==> src/rtl/dpe_egress_demux_if.sv <==
// Stream bundle between the DPE switch core and the egress FIFOs.
// The slave modport is the demux's view; master is the view of whatever drives it.
interface dpe_egress_demux_if #(
  parameter int DATA_W    = 128,
  parameter int KEEP_W    = DATA_W / 8,
  parameter int ADDR_W    = 3,
  parameter int NUM_PORTS = 5
);
  logic                          s_tvalid;
  logic                          s_tready;
  logic [DATA_W-1:0]             s_tdata;
  logic [KEEP_W-1:0]             s_tkeep;
  logic                          s_tlast;
  logic [ADDR_W-1:0]             s_tuser_src;
  logic [ADDR_W-1:0]             s_tuser_dst;
  logic [NUM_PORTS-1:0]          m_tvalid;
  logic [NUM_PORTS-1:0]          m_tready;
  logic [NUM_PORTS*DATA_W-1:0]   m_tdata;
  logic [NUM_PORTS*KEEP_W-1:0]   m_tkeep;
  logic [NUM_PORTS-1:0]          m_tlast;
  logic [NUM_PORTS*ADDR_W-1:0]   m_tuser_src;

  modport slave (
    input  s_tvalid, s_tdata, s_tkeep, s_tlast, s_tuser_src, s_tuser_dst, m_tready,
    output s_tready, m_tvalid, m_tdata, m_tkeep, m_tlast, m_tuser_src
  );

  modport master (
    output s_tvalid, s_tdata, s_tkeep, s_tlast, s_tuser_src, s_tuser_dst, m_tready,
    input  s_tready, m_tvalid, m_tdata, m_tkeep, m_tlast, m_tuser_src
  );
endinterface

==> src/rtl/dpe_egress_demux.sv <==
// Egress demux: steers each whole packet from the switched stream to its destination port.
//   state | meaning
//   IDLE  | awaiting first beat of a packet
//   FWD   | mid-packet, beats go to locked port sel_q
//   DROP  | mid-packet, unroutable destination, beats discarded
module dpe_egress_demux #(
  parameter int DATA_W    = 128,
  parameter int KEEP_W    = DATA_W / 8,
  parameter int ADDR_W    = 3,
  parameter int NUM_PORTS = 5,
  parameter int CNT_W     = 16
) (
  input  logic              clk,
  input  logic              rst,
  dpe_egress_demux_if.slave bus,
  output logic [CNT_W-1:0]  drop_cnt
);

  typedef enum logic [1:0] {IDLE, FWD, DROP} state_t;

  state_t               state_q, state_d;
  logic [ADDR_W-1:0]    sel_q;
  logic [ADDR_W-1:0]    sel;
  logic                 valid_dst;
  logic                 fwd_path;
  logic                 accept;
  logic                 first_drop;
  logic [NUM_PORTS-1:0] port_hit;
  logic [NUM_PORTS-1:0] load;

  assign valid_dst = ({1'b0, bus.s_tuser_dst} < (ADDR_W+1)'(NUM_PORTS));
  assign sel       = (state_q == IDLE) ? bus.s_tuser_dst : sel_q;
  assign accept    = bus.s_tvalid & bus.s_tready;
  assign load      = accept ? port_hit : '0;

  // Ready looks only at the selected port so a stalled sink never blocks the others.
  always_comb begin
    fwd_path = (state_q == FWD) || ((state_q == IDLE) && valid_dst);
    port_hit = '0;
    for (int p = 0; p < NUM_PORTS; p++) begin
      port_hit[p] = fwd_path && (sel == ADDR_W'(p));
    end
    if (!rst) begin
      bus.s_tready = 1'b0;
    end else if (fwd_path) begin
      bus.s_tready = |(port_hit & (~bus.m_tvalid | bus.m_tready));
    end else begin
      bus.s_tready = 1'b1;
    end
  end

  always_comb begin
    state_d    = state_q;
    first_drop = 1'b0;
    unique case (state_q)
      IDLE: begin
        if (accept) begin
          first_drop = !valid_dst;
          if (!bus.s_tlast) state_d = valid_dst ? FWD : DROP;
        end
      end
      FWD, DROP: begin
        if (accept && bus.s_tlast) state_d = IDLE;
      end
      default: state_d = IDLE;
    endcase
  end

  always_ff @(posedge clk) begin
    if (!rst) begin
      state_q  <= IDLE;
      sel_q    <= '0;
      drop_cnt <= '0;
    end else begin
      state_q <= state_d;
      if ((state_q == IDLE) && accept) sel_q <= bus.s_tuser_dst;
      if (first_drop && (drop_cnt != '1)) drop_cnt <= drop_cnt + CNT_W'(1);
    end
  end

  // A load wins over a drain so a continuously ready sink takes one beat per clock.
  always_ff @(posedge clk) begin
    if (!rst) begin
      bus.m_tvalid    <= '0;
      bus.m_tdata     <= '0;
      bus.m_tkeep     <= '0;
      bus.m_tlast     <= '0;
      bus.m_tuser_src <= '0;
    end else begin
      for (int p = 0; p < NUM_PORTS; p++) begin
        if (load[p]) begin
          bus.m_tvalid[p]                        <= 1'b1;
          bus.m_tdata[p*DATA_W +: DATA_W]        <= bus.s_tdata;
          bus.m_tkeep[p*KEEP_W +: KEEP_W]        <= bus.s_tkeep;
          bus.m_tlast[p]                         <= bus.s_tlast;
          bus.m_tuser_src[p*ADDR_W +: ADDR_W]    <= bus.s_tuser_src;
        end else if (bus.m_tready[p]) begin
          bus.m_tvalid[p] <= 1'b0;
        end
      end
    end
  end

endmodule

==> src/flat_wrapper.sv <==
// flat-port wrapper written by rule: the top's interface ports become plain ports
module dpe_egress_demux_flat 
#(
  parameter int DATA_W    = 128,
  parameter int KEEP_W    = DATA_W / 8,
  parameter int ADDR_W    = 3,
  parameter int NUM_PORTS = 5,
  parameter int CNT_W     = 16
)
  (clk, rst, drop_cnt, bus_s_tvalid, bus_s_tdata, bus_s_tkeep, bus_s_tlast, bus_s_tuser_src, bus_s_tuser_dst, bus_m_tready, bus_s_tready, bus_m_tvalid, bus_m_tdata, bus_m_tkeep, bus_m_tlast, bus_m_tuser_src);
  dpe_egress_demux_if #(.DATA_W(DATA_W), .KEEP_W(KEEP_W), .ADDR_W(ADDR_W), .NUM_PORTS(NUM_PORTS)) bus_i ();
  input  logic clk;
  input  logic rst;
  output logic [CNT_W-1:0] drop_cnt;
  input wire logic [$bits(bus_i.s_tvalid)-1:0] bus_s_tvalid;
  input wire logic [$bits(bus_i.s_tdata)-1:0] bus_s_tdata;
  input wire logic [$bits(bus_i.s_tkeep)-1:0] bus_s_tkeep;
  input wire logic [$bits(bus_i.s_tlast)-1:0] bus_s_tlast;
  input wire logic [$bits(bus_i.s_tuser_src)-1:0] bus_s_tuser_src;
  input wire logic [$bits(bus_i.s_tuser_dst)-1:0] bus_s_tuser_dst;
  input wire logic [$bits(bus_i.m_tready)-1:0] bus_m_tready;
  output wire logic [$bits(bus_i.s_tready)-1:0] bus_s_tready;
  output wire logic [$bits(bus_i.m_tvalid)-1:0] bus_m_tvalid;
  output wire logic [$bits(bus_i.m_tdata)-1:0] bus_m_tdata;
  output wire logic [$bits(bus_i.m_tkeep)-1:0] bus_m_tkeep;
  output wire logic [$bits(bus_i.m_tlast)-1:0] bus_m_tlast;
  output wire logic [$bits(bus_i.m_tuser_src)-1:0] bus_m_tuser_src;
  assign bus_i.s_tvalid = bus_s_tvalid;
  assign bus_i.s_tdata = bus_s_tdata;
  assign bus_i.s_tkeep = bus_s_tkeep;
  assign bus_i.s_tlast = bus_s_tlast;
  assign bus_i.s_tuser_src = bus_s_tuser_src;
  assign bus_i.s_tuser_dst = bus_s_tuser_dst;
  assign bus_i.m_tready = bus_m_tready;
  assign bus_s_tready = bus_i.s_tready;
  assign bus_m_tvalid = bus_i.m_tvalid;
  assign bus_m_tdata = bus_i.m_tdata;
  assign bus_m_tkeep = bus_i.m_tkeep;
  assign bus_m_tlast = bus_i.m_tlast;
  assign bus_m_tuser_src = bus_i.m_tuser_src;
  dpe_egress_demux #(.DATA_W(DATA_W), .KEEP_W(KEEP_W), .ADDR_W(ADDR_W), .NUM_PORTS(NUM_PORTS), .CNT_W(CNT_W)) u_core (.clk(clk), .rst(rst), .bus(bus_i), .drop_cnt(drop_cnt));
endmodule
==> config.mk <==
export PLATFORM = sky130hd
export DESIGN_NAME = dpe_egress_demux_flat
export DESIGN_NICKNAME = d
export VERILOG_FILES = /design/src/rtl/dpe_egress_demux_if.sv /design/src/rtl/dpe_egress_demux.sv /design/src/flat_wrapper.sv
export SDC_FILE = /design/constraint.sdc
export NUM_CORES = 2
export LEC_CHECK = 0
export BUFFER_PORTS_ARGS = -buffer_cell sky130_fd_sc_hd__buf_2
export CAP_MARGIN = 20
export CORE_AREA = 2 2 357 359
export CTS_BUF_LIST = sky130_fd_sc_hd__clkbuf_4
export CTS_CLUSTER_DIAMETER = 50
export DETAILED_ROUTE_END_ITERATION = 7
export DIE_AREA = 0 0 359 361
export GPL_ROUTABILITY_DRIVEN = 1
export SYNTH_ARGS = -nofsm -noshare
export SYNTH_HDL_FRONTEND = slang
export SYNTH_SLANG_ARGS = --single-unit
==> constraint.sdc <==
create_clock -name clk -period 3.5 [get_ports clk]
set_clock_uncertainty 0.2 [all_clocks]
set_input_delay 0.35 -clock clk [delete_from_list [all_inputs] [get_ports clk]]
set_output_delay 0.35 -clock clk [all_outputs]
set_load 0.02 [all_outputs]
==> impl_metrics.prom <==
# TYPE chip_impl_metric gauge
chip_impl_info{name="run_status",value="completed"} 1
chip_impl_metric{name="total_switching_power",unit="mW"} 4.96
chip_impl_info{name="rsz_0062_raised_after_global_routing",value="true"} 1
chip_impl_metric{name="dr.pass1.iters",unit=""} 5
chip_impl_metric{name="globalRoute.totalOverflow",unit=""} 0
chip_impl_metric{name="fmax",unit="MHz"} 294
chip_impl_info{name="worst_setup_path_end_kind",value="flip-flop"} 1
chip_impl_metric{name="drt_drc_violations_left",unit=""} 0
chip_impl_metric{name="fp.dieH",unit="µm"} 361
chip_impl_metric{name="max_slew_headroom",unit=""} 0.244
chip_impl_metric{name="tritoncts_num_sinks",unit=""} 766
chip_impl_metric{name="power_leakage",unit="nW"} 17.7
chip_impl_metric{name="grtUsageTotal",unit=""} 0.176
chip_impl_metric{name="preCtsSetupSlack",unit="ps"} 380
chip_impl_info{name="startpoint_type",value="flip-flop"} 1
chip_impl_metric{name="finalSetupViolations",unit=""} 0
chip_impl_info{name="top_flip_flop_cell_by_instance_count_after_synthesis",value="dfxtp_1"} 1
chip_impl_metric{name="number_of_flops_mapped_to_enable_cells_by_yosys",unit=""} 0
chip_impl_metric{name="power-per-cell-area",unit="nW/µm²"} 474
chip_impl_metric{name="clk_path_buf_depth",unit=""} 3
chip_impl_metric{name="port_buffers",unit=""} 920
chip_impl_metric{name="synthesis.area",unit="µm²"} 26700
chip_impl_metric{name="placement.cell_area",unit="µm²"} 33200
chip_impl_metric{name="grt_max_degree",unit=""} 170
chip_impl_metric{name="first_pass_grt_wire_length",unit="µm"} 175000
chip_impl_info{name="timing.setup.critical_path_class",value="reg -> reg"} 1
chip_impl_metric{name="vias",unit=""} 28800
chip_impl_metric{name="hold_violations",unit=""} 0
chip_impl_metric{name="synth.yosys.seq_area_share",unit=""} 0.574
chip_impl_metric{name="sw_ratio",unit=""} 0.264
chip_impl_metric{name="dieArea",unit="µm²"} 130000
chip_impl_metric{name="layout-drive-gt1-share",unit=""} 0.286
chip_impl_metric{name="syn_inst",unit=""} 3354
chip_impl_metric{name="finalWorstSetupSlack",unit="ps"} 99.6
chip_impl_metric{name="die_x",unit="µm"} 359
chip_impl_metric{name="min_period_over_period",unit=""} 0.972
chip_impl_metric{name="comb_power_share",unit=""} 0.079
chip_impl_metric{name="areaGrowthSynthToFinish",unit="%"} 48.3
chip_impl_metric{name="design.portCount",unit=""} 921
chip_impl_info{name="clock-root-buffer",value="clkbuf_4"} 1
chip_impl_metric{name="ir_worst_vdd",unit="mV"} 0.272
chip_impl_metric{name="wirelength",unit="µm"} 122000
chip_impl_metric{name="final_design_area_no_fill",unit="µm²"} 39600
chip_impl_metric{name="fp-row-count",unit=""} 130
chip_impl_metric{name="required_time_of_the_critical_path",unit="ps"} 4290
chip_impl_metric{name="post-dp-hpwl",unit="µm"} 80600
chip_impl_metric{name="cts.clk_slew.worst_paths",unit="ps"} 60
chip_impl_info{name="tritoncts",value="done"} 1
chip_impl_metric{name="synth.lib_cells_used.distinct",unit=""} 47
chip_impl_metric{name="number_of_global_route_vias_before_repair",unit=""} 27500
chip_impl_metric{name="worst_hold_slack",unit="ps"} 98.5
chip_impl_info{name="worstHoldPathType",value="in -> reg"} 1
chip_impl_metric{name="cp_max_fo",unit=""} 52
chip_impl_metric{name="cts-buffers-inserted",unit=""} 210
chip_impl_metric{name="clk-insertion-delay-late",unit="ps"} 1110
chip_impl_metric{name="yosys_warnings",unit=""} 0
chip_impl_metric{name="synth_async_sr_flop_share",unit=""} 0
chip_impl_metric{name="final_net_count",unit=""} 4806
chip_impl_metric{name="report.final.slew_viol_count",unit=""} 0
chip_impl_metric{name="gp_routability_congestion",unit=""} 0.842
chip_impl_metric{name="drt.antenna.violating_nets",unit=""} 0
chip_impl_metric{name="syn_area_per_cell",unit="µm²"} 7.97
chip_impl_metric{name="power_frac_clock",unit=""} 0.448
chip_impl_info{name="layout_commonest_cell",value="nand2_1"} 1
chip_impl_metric{name="sequential_power_share",unit=""} 0.473
chip_impl_metric{name="max_cap_violations",unit=""} 0
chip_impl_metric{name="timing_worst_slew_pin_value",unit="ps"} 1130
chip_impl_metric{name="detail_route.vias_per_cell",unit=""} 4.44
chip_impl_metric{name="setup_total_negative_slack",unit="ps"} 0
chip_impl_info{name="layout_common_cells",value="1361 x nand2_1, 918 x buf_2, 764 x dfxtp_1"} 1
chip_impl_metric{name="core-area",unit="µm²"} 125000
chip_impl_metric{name="htreeDepth",unit=""} 4
chip_impl_metric{name="number_of_antenna_violations_at_the_first_check_in_global_routing",unit=""} 15
chip_impl_metric{name="final_period_minus_worst_setup_slack",unit="ps"} 3400
chip_impl_metric{name="wl_per_cell",unit="µm"} 18.9
chip_impl_metric{name="internal-power",unit="mW"} 13.8
chip_impl_metric{name="dr.first_iter.drc_count",unit=""} 2322
chip_impl_metric{name="synth_fp_nets",unit=""} 3516
chip_impl_metric{name="initial_core_util",unit=""} 0.213
chip_impl_metric{name="synth_seq_cells",unit=""} 766
chip_impl_metric{name="worst-endpoint-arrival",unit="ps"} 4190
critical path: stages (launching register included):
cell	delay, ps
dfxtp_2	320
inv_2	70
ha_4	180
mux2i_4	310
mux2i_4	310
o22ai_4	110
buf_4	220
o21ai_4	200
dlygate4sd3_1	630
buf_12	170
buf_12	260
nand2_1	80
a21oi_1	150
through the flow:
stage | util | cells | power (mW)
after floorplan | - | 3354 | 9.59
after global routing | 0.316 | 6472 | 19.6
final | 0.316 | 6475 | 18.8
after global placement | 0.265 | 5739 | 10.2
after CTS | 0.314 | 6452 | 19.0
after detailed placement | 0.265 | 5739 | 10.2
final timing paths:
path	start	to	slack [ps]	depth (start not counted)
max	u_core.state_q[1]	u_core.bus.m_tdata[425]	100	12
min	bus_s_tdata[60]	u_core.bus.m_tdata[572]	100	4
max reg2reg	u_core.state_q[1]	u_core.bus.m_tdata[425]	100	12
min reg2reg	u_core.bus.m_tdata[147]	u_core.bus.m_tdata[147]	250	2
synthesized netlist by cell type, types with 2 or more instances:
master	count	area (µm²)
mux2i_1	7	70.1
or3_1	7	43.8
o22a_1	2	17.5
or4_1	4	30.0
ha_1	3	37.5
nor4_1	5	31.3
nor4b_1	2	17.5
o31ai_1	4	30.0
nand4_1	3	18.8
a31oi_1	4	25.0
nand2_1	1361	5110
o21ai_0	224	1120
o2bb2ai_1	2	17.5
o21ai_2	4	35.0
buf_1	4	15.0
nor3_1	7	35.0
a21oi_1	346	1730
buf_4	17	128
buf_2	95	475
nor2_1	17	63.8
o22ai_4	2	40.0
and3_1	2	12.5
dfxtp_1	766	15300
inv_1	8	30.0
o21ai_1	15	75.1
nor2b_1	4	25.0
nand2b_1	5	31.3
clkbuf_1	139	522
a21boi_0	2	15.0
nand3_1	276	1380
cell families (layout without fill, tap and decap cells):
| group | Yosys count | after routing | synth area share |
|---|---|---|---|
| buf+inv | 263 | 1720 | 0.0438 |
| mux | 8 | 8 | 0.00314 |
| simple gates | 1697 | 1697 | 0.256 |
| flops | 766 | 766 | 0.574 |
| fa+ha+maj | 3 | 3 | 0.00140 |
| other cells | 0 | 14 | 0 |
| compound gates | 617 | 617 | 0.122 |
power by group through the flow:
stage	Clock, mW	Combinational [mW]	Sequential (mW)
6_report	8.42	1.48	8.89
5_1_grt	9.15	1.56	8.89
4_1_cts	8.63	1.45	8.89
3_5_place_dp	0	1.11	9.08
3_3_place_gp	0	1.10	9.08
2_1_floorplan	0	0.384	9.20
flip-flops by register name, summed over array words and instances (netlist names):
name and count:
u_core.bus.m_tdata 640, u_core.bus.m_tkeep 80, u_core.bus.m_tlast 5, u_core.bus.m_tuser_src 15, u_core.bus.m_tvalid 5, u_core.drop_cnt 16, u_core.sel_q 3, u_core.state_q 2
final cells by class:
type                            instances  area, µm²
Antenna cell                           14       35.0
Multi-Input combinational cell       2325      10400
Clock inverter                         66        427
Timing Repair Buffer                 1333       9020
Sequential cell                       766      15300
Tap cell                             1650       2060
Clock buffer                          313       2350
Inverter                                8       37.5
Fill cell                           13400      85800
routing by layer:
metal / wire length (µm) / part of all wire / GRT usage / vias to the layer above
met5: 38 / 0.00031 / 0 / -
li1: - / - / - / 13700
met4: 3980 / 0.033 / 0.0755 / 6
met1: 49900 / 0.41 / 0.211 / 13500
met2: 57300 / 0.47 / 0.288 / 1331
met3: 10900 / 0.089 / 0.0598 / 239
repair_timing:
action                                  4_1_cts  5_1_grt
endpoints found under the setup margin        1       77
hold endpoints to repair                    766        0
resized for setup                            15        5
pin swaps                                     4        0
buffers inserted                              6        5
hold buffers                                328        0
cloned                                        0        4
(Power assumes the default switching activity.)
